==> src/rtl/led_pkg.sv <==
// Shared encodings for the multi-channel LED blinker: mode values and
// per-channel FSM state codes.
package led_pkg;

  localparam logic [1:0] MODE_OFF   = 2'd0;
  localparam logic [1:0] MODE_ON    = 2'd1;
  localparam logic [1:0] MODE_BLINK = 2'd2;
  localparam logic [1:0] MODE_BURST = 2'd3;

  localparam logic [2:0] ST_IDLE_ENC  = 3'd0;
  localparam logic [2:0] ST_ON_ENC    = 3'd1;
  localparam logic [2:0] ST_OFF_ENC   = 3'd2;
  localparam logic [2:0] ST_GAP_ENC   = 3'd3;
  localparam logic [2:0] ST_SOLID_ENC = 3'd4;

  typedef enum logic [2:0] {
    ST_IDLE  = ST_IDLE_ENC,
    ST_ON_PH = ST_ON_ENC,
    ST_OFF_PH = ST_OFF_ENC,
    ST_GAP_PH = ST_GAP_ENC,
    ST_SOLID = ST_SOLID_ENC
  } state_e;

endpackage

==> src/rtl/led_blinker_chan.sv <==
// One LED channel: mode-change/sync restart, phase timer, burst pulse counter,
// registered LED and end-of-burst pulse.
module led_blinker_chan
  import led_pkg::*;
#(
  parameter int TW = 11,
  parameter int CW = 4
) (
  input  logic          clk,
  input  logic          rst_n,
  input  logic          tick_i,
  input  logic          sync_i,
  input  logic [1:0]    mode_i,
  input  logic [TW-1:0] on_i,
  input  logic [TW-1:0] off_i,
  input  logic [TW-1:0] gap_i,
  input  logic [CW-1:0] cnt_i,
  output logic          led_o,
  output logic          burst_end_o
);

  state_e        state_q;
  logic [TW-1:0] timer_q;
  logic [CW-1:0] pcnt_q;
  logic [1:0]    mode_q;
  logic          led_q;
  logic          burst_end_q;
  logic          restart;
  logic          phase_end;

  assign restart   = (mode_i != mode_q) || sync_i;
  assign phase_end = tick_i && (timer_q == '0);

  // Restart has priority over any phase boundary in the same cycle.
  always_ff @(posedge clk or negedge rst_n) begin
    if (!rst_n) begin
      state_q     <= ST_IDLE;
      timer_q     <= '0;
      pcnt_q      <= '0;
      mode_q      <= MODE_OFF;
      led_q       <= 1'b0;
      burst_end_q <= 1'b0;
    end else begin
      mode_q      <= mode_i;
      burst_end_q <= 1'b0;
      if (restart) begin
        pcnt_q <= '0;
        unique case (mode_i)
          MODE_OFF: begin
            state_q <= ST_IDLE;
            timer_q <= '0;
            led_q   <= 1'b0;
          end
          MODE_ON: begin
            state_q <= ST_SOLID;
            timer_q <= '0;
            led_q   <= 1'b1;
          end
          default: begin
            state_q <= ST_ON_PH;
            timer_q <= on_i;
            led_q   <= 1'b1;
          end
        endcase
      end else begin
        unique case (state_q)
          ST_ON_PH: begin
            if (phase_end) begin
              led_q <= 1'b0;
              if ((mode_q == MODE_BURST) && (pcnt_q == cnt_i)) begin
                state_q <= ST_GAP_PH;
                timer_q <= gap_i;
              end else begin
                if (mode_q == MODE_BURST) pcnt_q <= pcnt_q + CW'(1);
                state_q <= ST_OFF_PH;
                timer_q <= off_i;
              end
            end else if (tick_i) begin
              timer_q <= timer_q - TW'(1);
            end
          end
          ST_OFF_PH: begin
            if (phase_end) begin
              state_q <= ST_ON_PH;
              timer_q <= on_i;
              led_q   <= 1'b1;
            end else if (tick_i) begin
              timer_q <= timer_q - TW'(1);
            end
          end
          ST_GAP_PH: begin
            if (phase_end) begin
              state_q     <= ST_ON_PH;
              timer_q     <= on_i;
              pcnt_q      <= '0;
              led_q       <= 1'b1;
              burst_end_q <= 1'b1;
            end else if (tick_i) begin
              timer_q <= timer_q - TW'(1);
            end
          end
          default: begin
            state_q <= state_q;
          end
        endcase
      end
    end
  end

  assign led_o       = led_q;
  assign burst_end_o = burst_end_q;

endmodule

==> src/rtl/led_blinker_multi.sv <==
// NCH-channel LED blinker: one shared tick prescaler with sync restart,
// feeding an independent FSM per channel.
module led_blinker_multi
  import led_pkg::*;
#(
  parameter int NCH = 3,
  parameter int DW  = 15,
  parameter int TW  = 11,
  parameter int CW  = 4
) (
  input  logic              clk,
  input  logic              rst_n,
  output logic [NCH-1:0]    led,
  input  logic [2*NCH-1:0]  mode,
  input  logic [TW*NCH-1:0] on,
  input  logic [TW*NCH-1:0] off,
  input  logic [TW*NCH-1:0] gap,
  input  logic [CW*NCH-1:0] cnt,
  input  logic              sync,
  output logic [NCH-1:0]    burst_end
);

  localparam logic [DW:0] PS_MAX = {1'b1, {DW{1'b0}}};

  logic [DW:0] ps_q;
  logic [DW:0] ps_d;
  logic        tick;

  // sync suppresses the tick so the first phase after it is a full value+1 ticks.
  assign tick = (ps_q == PS_MAX) && !sync;

  always_comb begin
    ps_d = ps_q + (DW+1)'(1);
    if (sync || (ps_q == PS_MAX)) ps_d = '0;
  end

  always_ff @(posedge clk or negedge rst_n) begin
    if (!rst_n) ps_q <= '0;
    else        ps_q <= ps_d;
  end

  for (genvar i = 0; i < NCH; i++) begin : g_chan
    led_blinker_chan #(
      .TW(TW),
      .CW(CW)
    ) u_chan (
      .clk        (clk),
      .rst_n      (rst_n),
      .tick_i     (tick),
      .sync_i     (sync),
      .mode_i     (mode[2*i +: 2]),
      .on_i       (on[TW*i +: TW]),
      .off_i      (off[TW*i +: TW]),
      .gap_i      (gap[TW*i +: TW]),
      .cnt_i      (cnt[CW*i +: CW]),
      .led_o      (led[i]),
      .burst_end_o(burst_end[i])
    );
  end

endmodule
==> config.mk <==
export PLATFORM = sky130hd
export DESIGN_NAME = led_blinker_multi
export DESIGN_NICKNAME = d
export VERILOG_FILES = /design/src/rtl/led_pkg.sv /design/src/rtl/led_blinker_chan.sv /design/src/rtl/led_blinker_multi.sv
export SDC_FILE = /design/constraint.sdc
export NUM_CORES = 1
export LEC_CHECK = 0
export ABC_AREA = 1
export CAP_MARGIN = 40
export CORE_ASPECT_RATIO = 1.1
export CORE_MARGIN = 2
export CORE_UTILIZATION = 49
export DETAILED_ROUTE_END_ITERATION = 8
export PLACE_DENSITY = 0.81
export REMOVE_ABC_BUFFERS = 1
export SLEW_MARGIN = 10
export SYNTH_ARGS = -nofsm -noshare
export SYNTH_HDL_FRONTEND = slang
export SYNTH_SLANG_ARGS = --single-unit
==> constraint.sdc <==
create_clock -name clk -period 1.9 [get_ports clk]
set_clock_uncertainty 0.1 [all_clocks]
set_input_delay 0.38 -clock clk [delete_from_list [all_inputs] [get_ports clk]]
set_output_delay 0.38 -clock clk [all_outputs]
set_load 0.05 [all_outputs]
==> results.json <==
{
  "port_buffers": 125,
  "syn2layout_area_growth_pct": 46.3,
  "dr_wl_met3_um": 1160,
  "cap_violations": 0,
  "failed_checks": "negative setup slack",
  "power_w": 0.00577,
  "cts_tree": "built",
  "finalCritPeriodShare_pct": 111,
  "row_count": 45,
  "die_w_um": 117,
  "reg2reg_from": "ps_q[11]",
  "drtIter0Drc": 582,
  "max_stage_delay_ns": 0.38,
  "crit_arrival_ns": 2.25,
  "drtAntennaViolNets": 0,
  "clkTransAtPathRegs_ns": 0.07,
  "hpwl_um": 15000,
  "n_antenna_cell": 0,
  "final.fill_count": 1084,
  "yosys_most_used_dff": "dfrtp_1",
  "crit_chain": "nor2_1 -> nand2_1 -> nor2_4 -> nand3_4 -> buf_4 -> nor2_4 -> nor2_1 -> buf_4 -> a21oi_1 -> nand2_1 -> nand2_1 -> nand2_1",
  "worstMarginPinSlew_ns": 0.499,
  "cp_top_family": "simple AND/OR/NAND/NOR gates",
  "path_class": "register to register",
  "grt_pass1_vias": 7556,
  "slew_headroom_pct": 66.7,
  "multi_input_area_sq_um": 4490,
  "die_h_um": 128,
  "vias_per_cell": 5.26,
  "grt_max_degree": 34,
  "cts_max_level": 3,
  "antenna_found_initial": 0,
  "synth_cell_types": 38,
  "vdd_drop_max_mv": 0.360,
  "place_ws_ns": -0.480,
  "worst_skew_pair.late_latency_ns": 0.36,
  "cp-start-kind": "register",
  "top_layer_used": "met4",
  "clock-sinks": 82,
  "slew_violations": 0,
  "met1_length_um": 8770,
  "holdPathStages": 1,
  "path_buf_inv": 2,
  "overflow": 0,
  "cp_common_cell": "nand2_1",
  "dr.pass1.iters": 6,
  "synth-seq-cells": 82,
  "grtUsageTotal_pct": 27.2,
  "synth.avg_cell_area_sq_um": 6.19,
  "holdCritPathClass": "input pin to register",
  "hold_end": "g_chan[0].u_chan.mode_q[1]",
  "r2r_slack_ns": -0.21,
  "r2r_cells": 12,
  "drive_gt1_share_pct": 21.8,
  "start_util_pct": 49.8,
  "route.detailed.drc": 0,
  "fin_crit_ns": 2.11,
  "cts_root_buffer": "clkbuf_16",
  "synth_area_sq_um": 6840,
  "rr_endpoint": "g_chan[2].u_chan.timer_q[4]",
  "hold_start": "mode[1]",
  "cp.required_ns": 2.04,
  "worstSetupEndpointType": "register",
  "crit_fanout": 7,
  "place.gp.congestion": 0.931,
  "grt_setup_unrepaired": "yes",
  "final-seq-area_sq_um": 2050,
  "leakagePower_nw": 4.98,
  "drt_wl_total_um": 21300,
  "boundaryPins": 126,
  "cts-buffers-inserted": 9,
  "p_per_area_nw_per_um2": 577,
  "setup_violations": 55,
  "dr_wl_met2_um": 10900,
  "outcome": "complete, but fails checks",
  "synth_seq_area_share_pct": 30.0,
  "fin_nets": 1475,
  "cp_slowest_cell": "dfrtp_1",
  "routedWlPerCell_um": 13.9,
  "timing.final.ws_setup_ns": -0.209,
  "vias": 8078,
  "ys.warnings.count": 0,
  "grt_pass1_wl_um": 33000,
  "timing.fmax_mhz": 474,
  "clockBufferDepth": 2,
  "synth-edff-count": 0,
  "postSynthCellCount": 1105,
  "final_hold_viol_count": 0,
  "core_sq_um": 13700,
  "fp.dieArea_sq_um": 14900,
  "synthArstFlopShare_pct": 100
}
-- placed cells by master, fill, tap and decap left out, drive strengths merged --
master	n
a21oi	24
xor2	16
nand3b	18
a31o	1
nor3b	2
or2	21
clkinv	2
nand4	11
nand2	355
o211ai	1
ha	11
dfrtp	82
clkdlybuf4s50	117
nor4	8
bufinv	1
o21bai	3
clkinvlp	3
o31ai	1
o22ai	1
nor2	156
dlygate4sd3	1
inv	127
o21ai	42
buf	148
dlymetal6s2s	1
and3	1
nand3	152
xnor2	11
nor3	22
clkbuf	10
-- metal layers --
metal	track usage [%]	vias up
li1	-	3989
met1	33.7	3721
met2	48.5	322
met3	2.88	46
met4	10.3	0
met5	0	-
-- cells by family (layout without fill, tap and decap cells) --
group	Yosys count	count (layout)	share of synthesized area, %
compound gates	73	73	5.60
xor+xnor	27	27	3.46
fa+ha+maj	11	11	2.01
buf+inv	166	410	10.3
flops	82	82	30.0
simple gates	746	746	48.7
-- through the flow --
step	util [%]	hold WS (ns)	area, sq um	setup TNS (ns)	std cells
after floorplan	-	-0.0156	6620	-11.53	1066
after global placement	66.2	0.236	9090	-16.90	1505
after detailed placement	66.2	0.234	9090	-17.80	1505
after CTS	70.2	0.404	9640	-2.54	1525
after global routing	72.9	0.136	10000	-9.71	1537
final	72.9	0.124	10000	-5.15	1537
-- worst max-delay path by stage --
stage / startpoint / to / depth (start not counted)
floorplan: ps_q[0] / g_chan[0].u_chan.timer_q[2] / 11
global placement: sync / g_chan[0].u_chan.timer_q[3] / 12
detailed placement: sync / g_chan[0].u_chan.timer_q[3] / 12
CTS: ps_q[0] / g_chan[1].u_chan.timer_q[3] / 14
global route: ps_q[11] / g_chan[2].u_chan.timer_q[10] / 12
finish: ps_q[11] / g_chan[2].u_chan.timer_q[4] / 12
-- repair_timing --
action / in CTS / in global routing
setup endpoints to repair: 64 / 61
endpoints found under the hold margin: 24 / 0
cloned: 1 / 2
pin swaps: 18 / 35
gates resized for setup: 47 / 83
setup buffers: 3 / 13
hold buffers: 1 / 0
-- cells in the mapped netlist, types with 10 or more instances --
master	n	share of area [%]
nor2_2	10	0.91
buf_2	17	1.2
o21ai_1	10	0.73
nor2_1	144	7.9
nand3b_1	17	1.9
nand3_1	149	11
a21oi_1	24	1.8
or2_2	19	1.7
o21ai_0	32	2.3
nor3_1	13	0.95
dfrtp_1	82	30
inv_1	118	6.5
ha_1	11	2.0
nand2_1	351	19
xnor2_1	11	1.4
nand4_1	11	1.0
xor2_1	16	2.0
-- registers in the layout (all words and copies together), names as in the netlist --
register	flops
g_chan.u_chan.burst_end_o	3
g_chan.u_chan.led_o	3
g_chan.u_chan.mode_q	6
g_chan.u_chan.pcnt_q	12
g_chan.u_chan.state_q	9
g_chan.u_chan.timer_q	33
ps_q	16
-- power breakdown --
group	switching, W	internal (W)	leakage (nW)
Clock	0.000796	0.00106	0.141
Sequential	0.000121	0.00189	1.07
Combinational	0.00105	0.000864	3.78
-- area by class of cell --
| type | count | area share [%] |
|---|---|---|
| Inverter | 127 | 4.76 |
| Clock buffer | 10 | 2.39 |
| Tap cell | 188 | 2.35 |
| Timing Repair Buffer | 267 | 24.5 |
| Clock inverter | 6 | 0.662 |
| Multi-Input combinational cell | 857 | 44.9 |
| Sequential cell | 82 | 20.5 |
(Power assumes the default switching activity.)
